<file path="src/rtl/seg7_scan_driver_pkg.sv">
// rtl/seg7_scan_driver_pkg.sv - shared constants, types and helpers for the scanned 7-segment driver
//
// Package seg7_pkg
//   NUM_DIGITS     : number of scanned digits (4)
//   digit_idx_t    : 2-bit scan index type
//   SEG_0..SEG_9   : active-high segment patterns, bit0=a ... bit6=g
//   SEG_DASH       : pattern shown for non-BCD codes (g only)
//   SEG_OFF        : all segments dark (active-high form)
//   frame_buf_t    : one frame of display content (4 BCD digits + 4 decimal points)
//   lz_blank_mask  : which digits are leading zeros of a 4-digit value
package seg7_pkg;

    localparam int NUM_DIGITS = 4;

    typedef logic [1:0] digit_idx_t;

    //                                 gfedcba
    localparam logic [6:0] SEG_0    = 7'b0111111;
    localparam logic [6:0] SEG_1    = 7'b0000110;
    localparam logic [6:0] SEG_2    = 7'b1011011;
    localparam logic [6:0] SEG_3    = 7'b1001111;
    localparam logic [6:0] SEG_4    = 7'b1100110;
    localparam logic [6:0] SEG_5    = 7'b1101101;
    localparam logic [6:0] SEG_6    = 7'b1111101;
    localparam logic [6:0] SEG_7    = 7'b0000111;
    localparam logic [6:0] SEG_8    = 7'b1111111;
    localparam logic [6:0] SEG_9    = 7'b1101111;
    localparam logic [6:0] SEG_DASH = 7'b1000000;
    localparam logic [6:0] SEG_OFF  = 7'b0000000;

    typedef struct packed {
        logic [15:0] digits;
        logic [3:0]  dp;
    } frame_buf_t;

    // Bit i set when digit i is a leading zero: it and every more
    // significant digit are zero. Digit 0 is never a leading zero so an
    // all-zero value still shows a single "0".
    function automatic logic [3:0] lz_blank_mask(input logic [15:0] d);
        logic [3:0] m;
        m[3] = (d[15:12] == 4'd0);
        m[2] = m[3] && (d[11:8] == 4'd0);
        m[1] = m[2] && (d[7:4] == 4'd0);
        m[0] = 1'b0;
        return m;
    endfunction

endpackage

</file>
<file path="src/rtl/seg7_scan_driver_if.sv">
// rtl/seg7_scan_driver_if.sv - bundle of data-in and display-out signals for the scan driver
//
// Interface seg7_scan_driver_if
//   load        : one-cycle strobe capturing digits_in/dp_in into the shadow buffer
//   digits_in   : four BCD digits, [3:0]=digit0 (LSD) .. [15:12]=digit3 (MSD)
//   dp_in       : decimal-point request per digit
//   lz_en       : leading-zero blanking enable (level)
//   blink_mask  : per-digit blink enable (only with SEG7_SCAN_BLINK_EN)
//   seg         : shared segment bus, seg[0]=a .. seg[6]=g
//   dp          : decimal point of the active digit
//   an          : per-digit anode enables
//   frame_tick  : one-cycle pulse when the scan wraps digit 3 -> digit 0
// Modports: master = data producer / display observer, slave = the driver.
interface seg7_scan_driver_if;

    logic        load;
    logic [15:0] digits_in;
    logic [3:0]  dp_in;
    logic        lz_en;
`ifdef SEG7_SCAN_BLINK_EN
    logic [3:0]  blink_mask;
`endif
    logic [6:0]  seg;
    logic        dp;
    logic [3:0]  an;
    logic        frame_tick;

    modport master (
        output load, digits_in, dp_in, lz_en,
`ifdef SEG7_SCAN_BLINK_EN
        output blink_mask,
`endif
        input  seg, dp, an, frame_tick
    );

    modport slave (
        input  load, digits_in, dp_in, lz_en,
`ifdef SEG7_SCAN_BLINK_EN
        input  blink_mask,
`endif
        output seg, dp, an, frame_tick
    );

endinterface

</file>
<file path="src/rtl/seg7_scan_driver_bcd_decode.sv">
// rtl/seg7_scan_driver_bcd_decode.sv - combinational BCD to active-high 7-segment decoder
//
// Module seg7_bcd_decode
//   bcd_i : 4-bit digit code
//   seg_o : active-high segment pattern (bit0=a .. bit6=g); codes 10-15 give a dash
module seg7_bcd_decode
    import seg7_pkg::*;
(
    input  logic [3:0] bcd_i,
    output logic [6:0] seg_o
);

    always_comb begin
        seg_o = SEG_DASH;
        case (bcd_i)
            4'd0:    seg_o = SEG_0;
            4'd1:    seg_o = SEG_1;
            4'd2:    seg_o = SEG_2;
            4'd3:    seg_o = SEG_3;
            4'd4:    seg_o = SEG_4;
            4'd5:    seg_o = SEG_5;
            4'd6:    seg_o = SEG_6;
            4'd7:    seg_o = SEG_7;
            4'd8:    seg_o = SEG_8;
            4'd9:    seg_o = SEG_9;
            default: seg_o = SEG_DASH;
        endcase
    end

endmodule

</file>
<file path="src/rtl/seg7_scan_driver.sv">
// rtl/seg7_scan_driver.sv - time-multiplexed four-digit 7-segment driver with double buffer
//
// Module seg7_scan_driver
//   Parameters : SCAN_DIV (cycles per digit slot, >= GUARD+2), GUARD (dark cycles
//                at slot start), SEG_ACTIVE_LOW, AN_ACTIVE_LOW, and BLINK_FRAMES
//                when SEG7_SCAN_BLINK_EN is defined.
//   clk        : system clock
//   rst        : synchronous reset, active-high
//   bus        : seg7_scan_driver_if.slave (load/digits_in/dp_in/lz_en in,
//                seg/dp/an/frame_tick out, blink_mask in with SEG7_SCAN_BLINK_EN)
// Optional feature macro: SEG7_SCAN_BLINK_EN (frame-rate blinking of masked digits).
module seg7_scan_driver
    import seg7_pkg::*;
#(
    parameter int SCAN_DIV       = 50000,
    parameter int GUARD          = 2,
    parameter bit SEG_ACTIVE_LOW = 1'b1,
    parameter bit AN_ACTIVE_LOW  = 1'b1
`ifdef SEG7_SCAN_BLINK_EN
    ,
    parameter int BLINK_FRAMES   = 32
`endif
) (
    input  logic               clk,
    input  logic               rst,
    seg7_scan_driver_if.slave  bus
);

    localparam int            CNT_W   = (SCAN_DIV > 1) ? $clog2(SCAN_DIV) : 1;
    localparam logic [CNT_W-1:0] CNT_MAX = CNT_W'(SCAN_DIV - 1);

    // Pin levels for "dark" so reset and blanking need no polarity logic.
    localparam logic [6:0] SEG_DARK = SEG_ACTIVE_LOW ? ~SEG_OFF : SEG_OFF;
    localparam logic       DP_DARK  = SEG_ACTIVE_LOW;
    localparam logic [3:0] AN_IDLE  = AN_ACTIVE_LOW ? 4'b1111 : 4'b0000;

    logic [CNT_W-1:0] cnt_q, cnt_d;
    digit_idx_t       idx_q, idx_d;
    frame_buf_t       shadow_q, shadow_d;
    frame_buf_t       disp_q, disp_d;
    logic [6:0]       seg_q, seg_d;
    logic             dp_q, dp_d;
    logic [3:0]       an_q, an_d;
    logic             tick_q, tick_d;

    logic             slot_end;
    logic             wrap;
    logic [3:0]       cur_digit;
    logic [6:0]       dec_seg;
    logic [3:0]       blank_mask;
    logic             in_guard;
    logic             hide_seg;
    logic             hide_dp;
    logic [6:0]       lit_seg;
    logic             lit_dp;
    logic [3:0]       an_onehot;
    logic             blink_hide;

    seg7_bcd_decode u_decode (
        .bcd_i (cur_digit),
        .seg_o (dec_seg)
    );

`ifdef SEG7_SCAN_BLINK_EN
    localparam int BF_W = (BLINK_FRAMES > 1) ? $clog2(BLINK_FRAMES) : 1;

    logic [BF_W-1:0] fcnt_q, fcnt_d;
    logic            blink_off_q, blink_off_d;

    // The phase flips on the wrap edge itself so a whole frame is either
    // on or off; it never changes in the middle of a scan.
    always_comb begin
        fcnt_d      = fcnt_q;
        blink_off_d = blink_off_q;
        if (wrap) begin
            if (fcnt_q == BF_W'(BLINK_FRAMES - 1)) begin
                fcnt_d      = '0;
                blink_off_d = ~blink_off_q;
            end else begin
                fcnt_d = fcnt_q + BF_W'(1);
            end
        end
    end

    always_ff @(posedge clk) begin
        if (rst) begin
            fcnt_q      <= '0;
            blink_off_q <= 1'b0;
        end else begin
            fcnt_q      <= fcnt_d;
            blink_off_q <= blink_off_d;
        end
    end

    assign blink_hide = blink_off_q & bus.blink_mask[idx_q];
`else
    assign blink_hide = 1'b0;
`endif

    always_comb begin
        slot_end  = (cnt_q == CNT_MAX);
        wrap      = slot_end && (idx_q == digit_idx_t'(NUM_DIGITS - 1));

        cnt_d     = slot_end ? '0 : cnt_q + CNT_W'(1);
        idx_d     = slot_end ? idx_q + digit_idx_t'(1) : idx_q;

        // Double buffer: display only ever changes on the wrap edge, so a
        // load anywhere in a frame cannot mix old and new digits. A load on
        // the wrap edge lands in shadow while the previous shadow is shown.
        shadow_d  = shadow_q;
        if (bus.load) begin
            shadow_d.digits = bus.digits_in;
            shadow_d.dp     = bus.dp_in;
        end
        disp_d    = wrap ? shadow_q : disp_q;
        tick_d    = wrap;

        cur_digit  = disp_q.digits[{idx_q, 2'b00} +: 4];
        blank_mask = lz_blank_mask(disp_q.digits);

        // Leading-zero blanking darkens segments only; the digit's dp and
        // anode timing are unaffected. Blinking darkens both.
        hide_seg  = (bus.lz_en & blank_mask[idx_q]) | blink_hide;
        hide_dp   = blink_hide;
        lit_seg   = hide_seg ? SEG_OFF : dec_seg;
        lit_dp    = hide_dp ? 1'b0 : disp_q.dp[idx_q];

        // During the guard window the segment bus already carries the new
        // digit while every anode is off, so the previous digit never
        // flashes the new pattern.
        in_guard  = int'(cnt_q) < GUARD;
        an_onehot = in_guard ? 4'b0000 : (4'b0001 << idx_q);

        seg_d     = SEG_ACTIVE_LOW ? ~lit_seg : lit_seg;
        dp_d      = SEG_ACTIVE_LOW ? ~lit_dp : lit_dp;
        an_d      = AN_ACTIVE_LOW ? ~an_onehot : an_onehot;
    end

    always_ff @(posedge clk) begin
        if (rst) begin
            cnt_q    <= '0;
            idx_q    <= '0;
            shadow_q <= '0;
            disp_q   <= '0;
            seg_q    <= SEG_DARK;
            dp_q     <= DP_DARK;
            an_q     <= AN_IDLE;
            tick_q   <= 1'b0;
        end else begin
            cnt_q    <= cnt_d;
            idx_q    <= idx_d;
            shadow_q <= shadow_d;
            disp_q   <= disp_d;
            seg_q    <= seg_d;
            dp_q     <= dp_d;
            an_q     <= an_d;
            tick_q   <= tick_d;
        end
    end

    assign bus.seg        = seg_q;
    assign bus.dp         = dp_q;
    assign bus.an         = an_q;
    assign bus.frame_tick = tick_q;

endmodule
</file>
<file path="src/flat_wrapper.sv">
// flat-port wrapper written by rule: the top's interface ports become plain ports
module seg7_scan_driver_flat import seg7_pkg::*;
#(
    parameter int SCAN_DIV       = 50000,
    parameter int GUARD          = 2,
    parameter bit SEG_ACTIVE_LOW = 1'b1,
    parameter bit AN_ACTIVE_LOW  = 1'b1

)
  (clk, rst, bus_load, bus_digits_in, bus_dp_in, bus_lz_en, bus_seg, bus_dp, bus_an, bus_frame_tick);
  seg7_scan_driver_if bus_i ();
  input  logic clk;
  input  logic rst;
  input wire logic [$bits(bus_i.load)-1:0] bus_load;
  input wire logic [$bits(bus_i.digits_in)-1:0] bus_digits_in;
  input wire logic [$bits(bus_i.dp_in)-1:0] bus_dp_in;
  input wire logic [$bits(bus_i.lz_en)-1:0] bus_lz_en;
  output wire logic [$bits(bus_i.seg)-1:0] bus_seg;
  output wire logic [$bits(bus_i.dp)-1:0] bus_dp;
  output wire logic [$bits(bus_i.an)-1:0] bus_an;
  output wire logic [$bits(bus_i.frame_tick)-1:0] bus_frame_tick;
  assign bus_i.load = bus_load;
  assign bus_i.digits_in = bus_digits_in;
  assign bus_i.dp_in = bus_dp_in;
  assign bus_i.lz_en = bus_lz_en;
  assign bus_seg = bus_i.seg;
  assign bus_dp = bus_i.dp;
  assign bus_an = bus_i.an;
  assign bus_frame_tick = bus_i.frame_tick;
  seg7_scan_driver #(.SCAN_DIV(SCAN_DIV), .GUARD(GUARD), .SEG_ACTIVE_LOW(SEG_ACTIVE_LOW), .AN_ACTIVE_LOW(AN_ACTIVE_LOW)) u_core (.clk(clk), .rst(rst), .bus(bus_i));
endmodule
</file>
<file path="config.mk">
export PLATFORM = sky130hd
export DESIGN_NAME = seg7_scan_driver_flat
export DESIGN_NICKNAME = d
export VERILOG_FILES = /design/src/rtl/seg7_scan_driver_pkg.sv /design/src/rtl/seg7_scan_driver_if.sv /design/src/rtl/seg7_scan_driver_bcd_decode.sv /design/src/rtl/seg7_scan_driver.sv /design/src/flat_wrapper.sv
export SDC_FILE = /design/constraint.sdc
export NUM_CORES = 1
export LEC_CHECK = 0
export CORE_MARGIN = 4
export CORE_UTILIZATION = 45
export DETAILED_ROUTE_END_ITERATION = 16
export PLACE_DENSITY_LB_ADDON = 0.1
export RECOVER_POWER = 25
export SLEW_MARGIN = 20
export SYNTH_ARGS = -nofsm -noshare
export SYNTH_HDL_FRONTEND = slang
export SYNTH_SLANG_ARGS = --single-unit
</file>
<file path="constraint.sdc">
create_clock -name clk -period 3.6 [get_ports clk]
set_input_delay 0.54 -clock clk [delete_from_list [all_inputs] [get_ports clk]]
set_output_delay 0.54 -clock clk [all_outputs]
set_load 0.005 [all_outputs]
</file>
==> Word-level counts from Yosys, hierarchy flattened <==
Memory sizes are Yosys's and may differ from the RTL's.
Cells that the tools add are included.
{ "word_totals": {"romBits": 112, "memories": 1, "ff_bits": 71, "word_cells": 36} }
{ "memory_table": {"columns": ["name", "words", "width", "rd", "rd_ports_with_merged_regs", "wr", "line", "text"], "rows": [
  ["(no name shown)", 16, 7, 1, 0, 0, "seg7_scan_driver_bcd_decode.sv:15", "case (bcd_i)"]
]} }
{ "op_classes": {"n_addsub": 2, "mux": 6, "n_lt_le_gt_ge": 2, "bitwise_logic": 4, "n_eq_ne": 2, "n_reduce_logical": 7, "shift": 2} }
{ "op_table": {"columns": ["op", "count"], "rows": [
  ["$add A16 B1 Y16 const B", 1],
  ["$eq A16 B16 Y1 const B", 1],
  ["$lt A16 B2 Y1 const B", 1],
  ["$shiftx A16 B5 Y4", 1],
  ["$logic_not A4 Y1", 3],
  ["$mux W7", 1],
  ["$not A7 Y7", 1],
  ["$bmux W1 S2", 2],
  ["$mux W4", 1],
  ["$not A4 Y4", 1],
  ["$shl A1 B2 Y4 const A", 1],
  ["$logic_and A1 B1 Y1", 3],
  ["$lt A2 B3 Y1 const B", 1],
  ["$add A2 B1 Y2 const B", 1],
  ["$eq A2 B2 Y1 const B", 1],
  ["$mux W1", 2],
  ["$reduce_or A2 Y1", 1],
  ["$and A1 B1 Y1", 1],
  ["$not A1 Y1", 1]
]} }

==> Logic depth before layout (Yosys ltp) <==
{ "logic_depth": {"word_depth": 8, "mapped_depth": 8, "depth_no_buf": 7} }

==> Modules after synthesis <==
A second synthesis with hierarchy kept.
{ "hier_totals": {"hier_cells": 303, "hier_area_um2": 3017.9} }
{ "by_module_without_submodules": {"columns": ["module", "instances", "seq_area_each_um2", "area_each_um2", "cells_per_inst"], "rows": [
  ["seg7_scan_driver", 1, 1421.4, 2792.7, 274],
  ["seg7_bcd_decode", 1, 0.0, 225.2, 29]
]} }

==> Least setup slack after synthesis <==
OpenSTA, ideal clock, no wires.
{ "synth_path": {"path_kind": "flip-flop to flip-flop", "from": "reg u_core.cnt_q[12]", "to": "reg u_core.disp_q[13] (netlist bit)", "setup_slack_ns": 1.570, "setup_ns": 0.132, "stages_incl_launch_ff": 7, "arrival_time_ns": 1.898, "required_ns": 3.468, "period_less_slack_ns": 2.030, "cell_sequence": "dfxtp_1 -> or4_4 -> or4_4 -> buf_6 -> buf_12 -> o31ai_2 -> a21oi_1"} }
{ "synth_between": {"elab_chain_cells": 2} }
{ "synth_lines": {"columns": ["element", "line", "text"], "rows": [
  ["from (decl)", "seg7_scan_driver.sv:37", "logic [CNT_W-1:0] cnt_q, cnt_d;"],
  ["from (signal assigned)", "seg7_scan_driver.sv:150", "cnt_q <= cnt_d;"],
  ["$eq A16 B16 Y1", "seg7_scan_driver.sv:101", "slot_end = (cnt_q == CNT_MAX);"],
  ["$logic_and A1 B1 Y1", "seg7_scan_driver.sv:102", "wrap = slot_end && (idx_q == digit_idx_t'(NUM_DIGITS - 1));"],
  ["to (signal assigned)", "seg7_scan_driver.sv:153", "disp_q <= disp_d;"],
  ["to (decl)", "seg7_scan_driver.sv:40", "frame_buf_t disp_q, disp_d;"]
]} }
Every way passes these cells.
A chain may end at the register's enable or synchronous reset.

==> metrics.md <==
| Metric | Value |
|---|---|
| Status | `finished with violations` |
| Failing checks | `capacitance limit, slew limit` |
| H-Tree Level Count | `3` |
| Unrepaired setup endpoints after global routing | `no` |
| Ys Warns | `0` |
| Vias post-DR | `2,469` |
| Clk sinks | `71` |
| # IOs | `37` |
| Clk_lat worst skew | `0.35 ns` |
| Fmax | `0.434 GHz` |
| Buffers and inverters on the worst path | `2` |
| Largest net degree at the start of global routing | `47` |
| Max-slew headroom | `-0.711%` |
| Chip Width | `92.8 um` |
| Clk root buf | `clkbuf_8` |
| CP Launch Type | `input pin` |
| Final nets | `392` |
| Max Clock Skew | `0.00574 ns` |
| DRT Wirelength | `6.70 mm` |
| Hold-fix buffers, CTS | `0` |
| First DRT Iteration DRCs | `109` |
| Yosys reg bits | `71` |
| Final Cycle Share | `64.1%` |
| First drt pass iteration count | `4` |
| Final cell count without fillers | `459` |
| Vias in the first global route | `2,294` |
| FP Rows | `30` |
| GRT overflow | `0` |
| Total Negative Setup Slacks | `0 ns` |
| DP Wirelength | `4.48 mm` |
| Initial antenna violation count | `0` |
| Chip height | `92.8 um` |
| CP max stage delay | `1.09 ns` |
| R2r setup slk | `1.31 ns` |
| Pre-CTS WS | `1.21 ns` |
| Hold crit path type | `flop to flop` |
| Final Wtd Congestion | `0.810` |
| Setup Viol. Count Final | `0` |
| DR WL/cell | `14.6 um` |
| Vias/cell | `5.38` |
| Crit path DAT | `2.53 ns` |
| Slowest CP cell | `clkbuf_1` |
| Worst slew pin tran | `1.51 ns` |
| Worst setup path category | `input pin to flop` |
| Beginning of the worst hold path | `u_core.disp_q[6]` |
| Die area | `8600 sq um` |
| Crit Path Max Fanout | `20` |
| CP cell instances | `dlygate4sd3_1 -> clkbuf_1 -> mux2i_1 -> nor2_1` |
| Hold_ws | `0.464 ns` |
| Num CTS Buffers | `9` |
| Period minus WS final | `2.31 ns` |
| Final Total Pwr | `1.57 mW` |
| Hold path depth | `2` |
| Post-cts sizing count | `0` |
| Fin util | `55.2%` |
| Max_cap viols | `1` |
| CORE AREA | `6870 sq um` |
| Post-synth EDFFs | `0` |
| Worst vdd ir | `0.171 mV` |
| Synth-to-Final Area Change | `17.4%` |
| Mapped Cells | `333` |
| Clock buffer depth | `2` |
| Placed cell count | `443` |
| Top delay family on crit path | `buffers and inverters` |
| CTS tree | `built` |
| Syn_nets | `367` |
| Starting Density | `47.1%` |
| Post-synth ARST share | `0%` |
| Mapped Avg Cell Area | `9.71 sq um` |
| Syn Std Cell Area | `3230 sq um` |
| Critical Path RT | `3.82 ns` |
| Proportion of layout cells with a drive suffix above 1 | `12.7%` |
| Register area share after synthesis | `44.0%` |
| Placed cell area | `3590 sq um` |
| CTS clock-pin slew for the worst setup and hold paths | `0.07 ns` |
| Final ANT Viol Nets | `0` |
| Worst r2r path cells | `4` |
| Worst setup path start | `bus_load` |
| Main synth FF type | `dfxtp_1` |
| Synth cell types | `38` |
| Lkg Pwr | `1.34 nW` |
| Setup ws final | `1.29 ns` |
| R2R Path Start | `u_core.cnt_q[12]` |
| Reg2Reg Capture Point | `u_core.cnt_q[3]` |
| Fin. max-slew vios | `21` |
| Hold EP | `u_core.disp_q[6]` |
| Pwr/cell area | `414 nW/um^2` |
| First-pass GRT wire length | `11.6 mm` |
| Post-CTS setup buffer count | `0` |
| I/O Buffers | `36` |
| CP Capture Type | `flop` |
| DRC | `0` |
| Post-route cell area | `3790 sq um` |
| Total count of hold-check failures in the final report | `0` |
| Diodes inserted | `0` |
| Total GRT Usage | `16.9%` |
synth_stat cells, types with 5 or more instances:
cell	number	area share, %
a21oi_1	29	4.5
buf_6	5	1.7
clkbuf_1	18	2.1
dfxtp_1	71	44
ha_1	10	3.9
inv_1	12	1.4
mux2i_1	20	6.2
mux4_2	5	3.5
nand2_1	11	1.3
nand3_1	11	1.7
nand4_1	26	5.0
nor2_1	36	4.2
nor3_1	5	0.77
o21ai_0	8	1.2
o31ai_2	17	6.6
xnor2_1	5	1.4
metal layers:
layer | GRT usage [%] | wire length, um | share of wire, %
met3 | 3.74 | 249 | 3.7
met2 | 23.9 | 2830 | 42
met4 | 7.69 | 125 | 1.9
met5 | 0 | 0 | 0
met1 | 24.3 | 3500 | 52
cells by family after synthesis:
logic type | synth area share [%]
AO/OA/AOI/OAI | 15.4
XOR/XNOR | 2.44
adder cells (fa/ha/maj) | 3.87
buffers and inverters | 6.66
flip-flops | 44.0
multiplexers | 9.67
AND/OR/NAND/NOR | 18.0
layout by cell type (no fill, tap or decap), drive strengths merged, types with 9 or more instances in the layout:
cell / instances
a21oi: 29
clkbuf: 14
clkdlybuf4s50: 35
dfxtp: 71
ha: 10
inv: 12
mux2i: 20
nand2: 11
nand3: 11
nand4: 26
nor2: 36
o21ai: 9
o31ai: 21
area by class of cell:
cell class / instances / area [sq um]
Sequential cell: 71 / 1420
Clock buffer: 13 / 169
Tap cell: 96 / 120
Fill cell: 607 / 3070
Multi-Input combinational cell: 222 / 1600
Timing Repair Buffer: 41 / 394
Clock inverter: 3 / 40.0
Inverter: 13 / 48.8
worst max-delay path by stage:
stage               depth (start not counted)                   to  slack [ns]
CTS                                         4      u_core.cnt_q[3]        1.30
global route                                4  u_core.shadow_q[13]        1.15
detailed placement                          5      u_core.cnt_q[3]        1.21
finish                                      4   u_core.shadow_q[0]        1.29
floorplan                                   6    u_core.disp_q[13]        1.57
global placement                            5      u_core.cnt_q[3]        1.25
registers in the layout, indices dropped and copies added (netlist names):
register / cells
u_core.shadow_q: 20
u_core.idx_q: 2
u_core.bus.dp: 1
u_core.bus.an: 4
u_core.disp_q: 20
u_core.bus.seg: 7
u_core.bus.frame_tick: 1
u_core.cnt_q: 16
tightest hold or removal path: stages (launching register included):
cell,delay (ns)
dfxtp_1,0.32
o31ai_2,0.05
a21oi_1,0.05
report_power, final:
group	switching (mW)	internal, mW	total, mW
registers	0.0111	0.806	0.817
logic	0.0368	0.0492	0.0861
clock network	0.293	0.375	0.668
Power figures use the tool's default switching activity.
